[src/rtl/sipo_arbiter.sv]
`default_nettype none
// ============================================================================
// Module      : sipo_arbiter
// Description : Round-robin arbiter over serial requesters; assembles the
//               granted source's LSB-first bit stream into a parallel word.
// Revision    : 1.0 - initial release
// ============================================================================
module sipo_arbiter #(
    parameter int N_SRC  = 4,
    parameter int DATA_W = 8
) (
    input  logic              clk,
    input  logic              rst_n,
    input  logic [N_SRC-1:0]  Req_i,
    input  logic [N_SRC-1:0]  Valid_i,
    input  logic [N_SRC-1:0]  In_Data,
    input  logic              Ready_i,
    output logic [N_SRC-1:0]  Gnt_o,
    output logic [DATA_W-1:0] Out_Data,
    output logic [1:0]        Src_o,
    output logic              Valid_o,
    output logic              Abort_o,
    output logic              Busy_o
);

    typedef enum logic [1:0] {
        ST_IDLE  = 2'd0,
        ST_SHIFT = 2'd1,
        ST_HOLD  = 2'd2
    } state_t;

    localparam logic [3:0]       c_last_bit = 4'(DATA_W - 1);
    localparam logic [N_SRC-1:0] c_one_hot  = N_SRC'(1);

    state_t            r_state;
    logic [1:0]        r_ptr;
    logic [1:0]        r_win;
    logic [3:0]        r_cnt;
    logic [DATA_W-1:0] r_sr;

    logic [1:0]        w_pick;
    logic [1:0]        w_cand;
    logic              w_found;
    logic [DATA_W-1:0] w_shift;

    // First requester at or after the pointer, wrapping modulo the source count.
    always_comb begin
        w_pick  = 2'd0;
        w_cand  = 2'd0;
        w_found = 1'b0;
        for (int k = 0; k < N_SRC; k++) begin
            w_cand = r_ptr + 2'(k);
            if (!w_found && Req_i[w_cand]) begin
                w_pick  = w_cand;
                w_found = 1'b1;
            end
        end
    end

    assign w_shift = {In_Data[r_win], r_sr[DATA_W-1:1]};

    always_ff @(posedge clk or negedge rst_n) begin
        if (!rst_n) begin
            r_state  <= ST_IDLE;
            r_ptr    <= 2'd0;
            r_win    <= 2'd0;
            r_cnt    <= 4'd0;
            r_sr     <= '0;
            Gnt_o    <= '0;
            Out_Data <= '0;
            Src_o    <= 2'd0;
            Valid_o  <= 1'b0;
            Abort_o  <= 1'b0;
            Busy_o   <= 1'b0;
        end else begin
            Abort_o <= 1'b0;
            case (r_state)
                ST_IDLE: begin
                    if (w_found) begin
                        r_win   <= w_pick;
                        Gnt_o   <= c_one_hot << w_pick;
                        r_cnt   <= 4'd0;
                        r_state <= ST_SHIFT;
                        Busy_o  <= 1'b1;
                    end
                end
                ST_SHIFT: begin
                    // A dropped request wins over a bit arriving on the same edge.
                    if (!Req_i[r_win]) begin
                        r_cnt   <= 4'd0;
                        Gnt_o   <= '0;
                        Abort_o <= 1'b1;
                        r_ptr   <= r_win + 2'd1;
                        r_state <= ST_IDLE;
                        Busy_o  <= 1'b0;
                    end else if (Valid_i[r_win]) begin
                        r_sr <= w_shift;
                        if (r_cnt == c_last_bit) begin
                            Out_Data <= w_shift;
                            Src_o    <= r_win;
                            Valid_o  <= 1'b1;
                            Gnt_o    <= '0;
                            r_cnt    <= 4'd0;
                            r_state  <= ST_HOLD;
                        end else begin
                            r_cnt <= r_cnt + 4'd1;
                        end
                    end
                end
                ST_HOLD: begin
                    if (Ready_i) begin
                        Valid_o <= 1'b0;
                        r_ptr   <= r_win + 2'd1;
                        r_state <= ST_IDLE;
                        Busy_o  <= 1'b0;
                    end
                end
                default: begin
                    r_state <= ST_IDLE;
                    Gnt_o   <= '0;
                    Valid_o <= 1'b0;
                    Busy_o  <= 1'b0;
                end
            endcase
        end
    end

endmodule
`default_nettype wire

[config.mk]
export PLATFORM = sky130hd
export DESIGN_NAME = sipo_arbiter
export DESIGN_NICKNAME = d
export VERILOG_FILES = /design/src/rtl/sipo_arbiter.sv
export SDC_FILE = /design/constraint.sdc
export NUM_CORES = 1
export LEC_CHECK = 0
export CORE_MARGIN = 2
export CORE_UTILIZATION = 45
export DETAILED_ROUTE_END_ITERATION = 8
export GPL_ROUTABILITY_DRIVEN = 0
export PLACE_DENSITY = 0.75
export SYNTH_ARGS = -nofsm -noshare
export SYNTH_HDL_FRONTEND = slang
export SYNTH_SLANG_ARGS = --single-unit
[constraint.sdc]
create_clock -name clk -period 5.86 [get_ports clk]
set_clock_uncertainty 0.05 [all_clocks]
set_input_delay 1.465 -clock clk [delete_from_list [all_inputs] [get_ports clk]]
set_output_delay 1.465 -clock clk [all_outputs]
set_load 0.02 [all_outputs]
==> metrics.yaml, run 1 <==
run_status:
  run_status: "finished clean"
sta:
  report.final.slew_viol_count: 0
  setup_viol_count_final: 0
  setup_ws_ns: 2.40
  maxSlewHeadroom_pct: 49.7
  final.hold.worst_slack_ns: 0.458
  setup_repair_after_global_routing_missed_its_margin: "no"
  min_period_over_period_pct: 59.0
  period_minus_slack_ns: 3.46
  setup-tns-final_ns: 0
  hold_viol: 0
  actual_slew_at_the_worst_max_slew_pin_ns: 0.753
  fmax_mhz: 289
logic_synthesis:
  synth_seq_cells: 34
  net_count_after_synthesis: 150
  syn_area_sq_um: 1710
  post-synth-top-area-fraction_pct: 49.9
  synth.avg_cell_area_sq_um: 12.7
  synth_most_common_cell: "dfrtp_1"
  ys_types: 42
  ys_async_sr_fraction_pct: 100
  synthTopCellsByArea: "dfrtp_1, mux2_4, mux2_2, mux4_2, o22ai_1"
  synth.cells.most_frequent: "dfrtp_1, mux2_2, mux2_4"
  synth.largest_area_cell: "dfrtp_1"
  postSynth.topFlopCell: "dfrtp_1"
  yosysWarningCount: 0
  synth.yosys.seq_area_share_pct: 49.9
  synth_edf_count: 0
  syn-instance-count: 134
clock_tree:
  post_cts_buffers: 0
  postCtsResizedCells: 0
  tritoncts: "built"
  h_tree_depth: 2
  ctsHoldBuffers: 0
  clk-insertion-delay-late_ns: 0.29
  cts_bufs_inserted: 5
  clock_input_transition_at_the_sequential_cells_of_the_worst_setup_and_hold_paths_ns: 0.08
  cts-root-buf: "clkbuf_8"
  clkSinkCount: 34
  ctsLongestPathBuffers: 2
route:
  wire_per_inst_um: 15.8
  post_drt_via_cell_ratio: 5.57
  drtPass1Iterations: 4
  drt.antenna.violating_nets: 0
  via_count: 1209
  drt_first_iter_violations: 57
  drc: 0
  wl_um: 3440
flow_run:
  max_cap_violations: 0
floorplanning:
  initial_utilization_pct: 46.6
  floorplan.core_area_sq_um: 3660
  die_height_um: 65.6
  die_area_sq_um: 4300
  floorplan.rows: 22
  chipWidth_um: 65.6
  top_level_ports: 32
global_route:
  maximum_number_of_pins_on_one_net_before_global_route_repair: 35
  globalRoute.totalOverflow: 0
  first_pass_grt_wire_length_um: 5590
  grt_antenna_before_repair: 0
  track_usage_pct: 17.2
  grt_pass1_vias: 1229
hold_path:
  min-delay-start: "r_cnt[0]"
  timing.hold.worst_endpoint: "r_cnt[0]"
  worst_hold_path.num_cells: 1
  hold_class: "register to register"
critical_path:
  crit-reg2reg-capture: "Out_Data[2]"
  required_time_of_the_critical_path_ns: 5.99
  ff2ff_path_depth: 4
  rr_startpoint: "r_state[1]"
  cp-startpoint: "Req_i[3]"
  timing.critical_path.fanout_max: 11
  criticalPathCategory: "primary input to register"
  critical_path_arrival_ns: 3.59
  timing.critical_path.to_type: "register"
  crit_path_start_kind: "primary input"
  ff2ff_setup_slack_ns: 3.40
layout:
  final_core_utilization_pct: 59.5
  area_delta_synth_final_pct: 27.6
  num_antenna_cells: 0
  finish.net_count: 184
  final_layout_size_suffix_gt1_share_pct: 22.5
pwr:
  power.leakage_nw: 0.948
  vdd_ir_drop_max_mv: 0.240
  totalPowerFinal_mw: 0.972
  power.density_nw_per_um2: 446
placed_design:
  post-place-ws_ns: 2.12
  hpwl_um: 2530
  input_output_buffers: 31
-- cells by family (layout without fill, tap and decap cells) --
family	Yosys count	after routing	share of synthesized area, %
mux	25	25	20.3
buf+inv	13	48	4.40
xor+xnor	1	1	0.513
simple gates	26	26	10.4
flops	34	34	49.9
compound gates	34	34	13.8
fa+ha+maj	1	1	0.733
-- metrics by stage --
| stage | cells | instance area (sq um) |
|---|---|---|
| 2_1_floorplan | 134 | 1710 |
| 3_3_place_gp | 209 | 2040 |
| 3_5_place_dp | 209 | 2040 |
| 4_1_cts | 217 | 2180 |
| 5_1_grt | 217 | 2180 |
| 6_report | 217 | 2180 |
-- critical path, cell delays in order --
cell and delay, ns:
clkdlybuf4s50_1 0.60, mux2i_1 0.15, o22a_2 0.30, nor3b_4 0.66, mux2_2 0.40
-- placed cells by master (no fill, tap or decap), types with 3 or more instances in the layout --
cell type / instances
o21ai_0: 4
nand3b_1: 3
dfrtp_1: 34
nor2b_1: 6
clkbuf_8: 5
a21boi_0: 3
mux2_4: 9
a21oi_1: 5
mux4_2: 3
mux2_2: 11
clkdlybuf4s50_1: 31
o22ai_1: 7
inv_1: 8
-- metal layers --
layer  part of all wire, %  wire length, um  up-vias  track usage (%)
li1                      -                -      566                -
met1                    43             1480      602             19.5
met2                    52             1780       39             32.1
met3                   4.8              166        2             4.28
met4                  0.41               14        0             3.91
met5                     0                0        -                0
-- cell type report --
| class | count | area [sq um] |
|---|---|---|
| clock buffer | 5 | 68.8 |
| clock inverter | 3 | 68.8 |
| fill | 312 | 1480 |
| inverter | 8 | 30.0 |
| multi-input combinational | 87 | 781 |
| sequential | 34 | 851 |
| tap | 48 | 60.1 |
| timing repair buffer | 32 | 318 |
-- report_power, final --
part	total, mW	internal, mW	switching [mW]
sequential	0.371	0.301	0.0694
clock	0.260	0.170	0.0896
combinational	0.341	0.180	0.161
total	0.972	0.651	0.320
-- state kept, by name, summed over array words and instances (netlist names), 2 cells and up --
name and cells:
Out_Data 8, r_sr 7, Gnt_o 4, r_cnt 4
Src_o 2, r_ptr 2, r_state 2, r_win 2
-- worst max path at each step --
| stage | slack, ns | to | cells after the start |
|---|---|---|---|
| floorplan | 3.12 | Out_Data[0] | 4 |
| global placement | 2.20 | Out_Data[2] | 5 |
| detailed placement | 2.12 | Out_Data[2] | 5 |
| CTS | 2.42 | Out_Data[2] | 5 |
| global route | 2.35 | Out_Data[2] | 5 |
| finish | 2.40 | Out_Data[2] | 5 |
Note: power is estimated with default switching activity, not from simulation.
==> run 2, diff against run 1 <==
--- a/config.mk
+++ b/config.mk
@@ -9,7 +9,7 @@
 export CORE_UTILIZATION = 45
 export DETAILED_ROUTE_END_ITERATION = 8
 export GPL_ROUTABILITY_DRIVEN = 0
-export PLACE_DENSITY = 0.75
+export PLACE_DENSITY = 0.78
 export SYNTH_ARGS = -nofsm -noshare
 export SYNTH_HDL_FRONTEND = slang
 export SYNTH_SLANG_ARGS = --single-unit
==> constraint.sdc (replaced) <==
create_clock -name clk -period 2.8 [get_ports clk]
set_clock_uncertainty 0.05 [all_clocks]
set_input_delay 0.7 -clock clk [delete_from_list [all_inputs] [get_ports clk]]
set_output_delay 0.7 -clock clk [all_outputs]
set_load 0.02 [all_outputs]
==> metrics.yaml, run 2 (same netlist as run 1, synthesis figures left out) <==
run_status:
  run_status: "finished clean"  # unchanged
floorplanning:
  floorplan.core_area_sq_um: 3660  # unchanged
  die_height_um: 65.6  # unchanged
  floorplan.rows: 22  # unchanged
  top_level_ports: 32  # unchanged
  die_area_sq_um: 4300  # unchanged
  chipWidth_um: 65.6  # unchanged
  initial_utilization_pct: 46.6  # unchanged
critical_path:
  criticalPathCategory: "primary input to register"  # unchanged
  critical_path_arrival_ns: 2.50  # was 3.59 ns
  cell_at_the_slowest_stage_of_the_critical_path: "clkdlybuf4s50_1"  # was nor3b_4
  required_time_of_the_critical_path_ns: 2.93  # was 5.99 ns
  timing.critical_path.cells: "clkdlybuf4s50_1, mux2i_1, o22a_2, nor3b_4, buf_12, mux2_2"  # was clkdlybuf4s50_1, mux2i_1, o22a_2, nor3b_4, mux2_2
  crit_path_start_kind: "primary input"  # unchanged
  rr_startpoint: "r_state[1]"  # unchanged
  timing.critical_path.fanout_max: 11  # unchanged
  timing.critical_path.to_type: "register"  # unchanged
  cp_slowest_stage_delay_ns: 0.59  # was 0.66 ns
  cp-startpoint: "Req_i[3]"  # unchanged
route:
  wire_per_inst_um: 15.3  # was 15.8 um
  drt.antenna.violating_nets: 0  # unchanged
  post_drt_via_cell_ratio: 5.58  # was 5.57
  drtPass1Iterations: 4  # unchanged
  via_count: 1222  # was 1209
  drc: 0  # unchanged
  drt_first_iter_violations: 35  # was 57
  wl_um: 3340  # was 3440 um
layout:
  final_layout_size_suffix_gt1_share_pct: 23.4  # was 22.5%
  final_common_cell: "dfrtp_1"  # unchanged
  number_of_flip_flops_in_the_largest_register: 8  # unchanged
  final-instance-count-excl-fill: 219  # was 217
  filler_cell_count: 305  # was 312
  largestRegisters: "Out_Data: 8 flops, r_sr: 7 flops"  # unchanged
  most-common-layout-cells: "dfrtp_1, clkdlybuf4s50_1, mux2_2"  # unchanged
  finish.net_count: 186  # was 184
  area_delta_synth_final_pct: 29.2  # was 27.6%
  most_flops_register: "Out_Data"  # unchanged
  num_antenna_cells: 0  # unchanged
sta:
  setup_repair_after_global_routing_missed_its_margin: "no"  # unchanged
  period_minus_slack_ns: 2.36
  hold_viol: 0  # unchanged
  maxSlewHeadroom_pct: 67.9  # was 49.7%
  setup_viol_count_final: 0  # unchanged
  fmax_mhz: 423
  setup-tns-final_ns: 0  # unchanged
  final.hold.worst_slack_ns: 0.455  # was 0.458 ns
  min_period_over_period_pct: 84.4
  report.final.slew_viol_count: 0  # unchanged
  actual_slew_at_the_worst_max_slew_pin_ns: 0.481  # was 0.753 ns
clock_tree:
  clk-insertion-delay-late_ns: 0.29  # about the same
  ctsLongestPathBuffers: 2  # unchanged
  cts_bufs_inserted: 5  # unchanged
  postCtsResizedCells: 0  # unchanged
  ctsHoldBuffers: 0  # unchanged
  h_tree_depth: 2  # unchanged
  post_cts_buffers: 0  # unchanged
  cts-root-buf: "clkbuf_8"  # unchanged
  clkSinkCount: 34  # unchanged
  clock_input_transition_at_the_sequential_cells_of_the_worst_setup_and_hold_paths_ns: 0.07  # was 0.08 ns
  tritoncts: "built"  # unchanged
global_route:
  grt_pass1_vias: 1241  # was 1229
  track_usage_pct: 18.1  # was 17.2%
  maximum_number_of_pins_on_one_net_before_global_route_repair: 35  # unchanged
  first_pass_grt_wire_length_um: 5880  # was 5590 um
  globalRoute.totalOverflow: 0  # unchanged
  grt_antenna_before_repair: 0  # unchanged
hold_path:
  hold_class: "register to register"  # unchanged
  min-delay-start: "r_sr[1]"  # was r_cnt[0]
pwr:
  power.leakage_nw: 0.961  # was 0.948 nW
  vdd_ir_drop_max_mv: 0.602  # was 0.240 mV
  power.density_nw_per_um2: 918  # was 446 nW/um^2
flow_run:
  max_cap_violations: 0  # unchanged
placed_design:
  hpwl_um: 2480  # was 2530 um
  input_output_buffers: 31  # unchanged
  post-place-cells: 211  # was 209
[run 2: cell types whose count changed in the layout (fill, tap and decap cells not counted), sizes merged]
cell | before | now
buf | 1 | 3
[run 2: critical path, delay by kind of cell]
kind	cells	cell delay [ns]
buf+inv	2	0.77
mux	2	0.48
compound gates	1	0.31
simple gates	1	0.24
[run 2: final cells by class]
class                           count  area (sq um)  share of cell area (%)
Sequential cell                    34           851                    38.6
Multi-Input combinational cell     87           781                    35.4
Inverter                            8          30.0                    1.36
Tap cell                           48          60.1                    2.72
Timing Repair Buffer               34           345                    15.7
Clock buffer                        5          68.8                    3.12
Clock inverter                      3          68.8                    3.12
[run 2: layer usage]
| metal | global-route usage [%] | part of all wire (%) |
|---|---|---|
| met5 | 0 | 0 |
| met4 | 6.25 | 1.7 |
| met3 | 5.82 | 4.8 |
| met2 | 28.7 | 50 |
| met1 | 23.3 | 43 |
[run 2: worst paths after layout]
path	to	slack (ns)	cells past startpoint
max	Out_Data[2]	0.44	6
min	Out_Data[0]	0.46	1
max reg2reg	Out_Data[2]	0.67	5
min reg2reg	Out_Data[0]	0.46	1
max in group asynchronous	r_cnt[3]	1.64	2
min in group asynchronous	Out_Data[3]	0.76	2
[run 2: power by group]
| part | switching [mW] | internal, mW | total (mW) |
|---|---|---|---|
| logic | 0.328 | 0.376 | 0.704 |
| clock network | 0.185 | 0.357 | 0.541 |
| registers | 0.148 | 0.631 | 0.779 |
| total | 0.661 | 1.36 | 2.02 |
[run 2: per-stage QoR]
stage                     util, %  area, sq um  total power, mW  setup WS, ns
after floorplan                 -         1710             1.30         0.821
after global placement       56.5         2070             1.46         0.191
after detailed placement     56.5         2070             1.50         0.144
after CTS                    60.2         2200             2.04         0.457
after global routing         60.2         2200             2.16         0.377
final                        60.2         2200             2.02         0.437
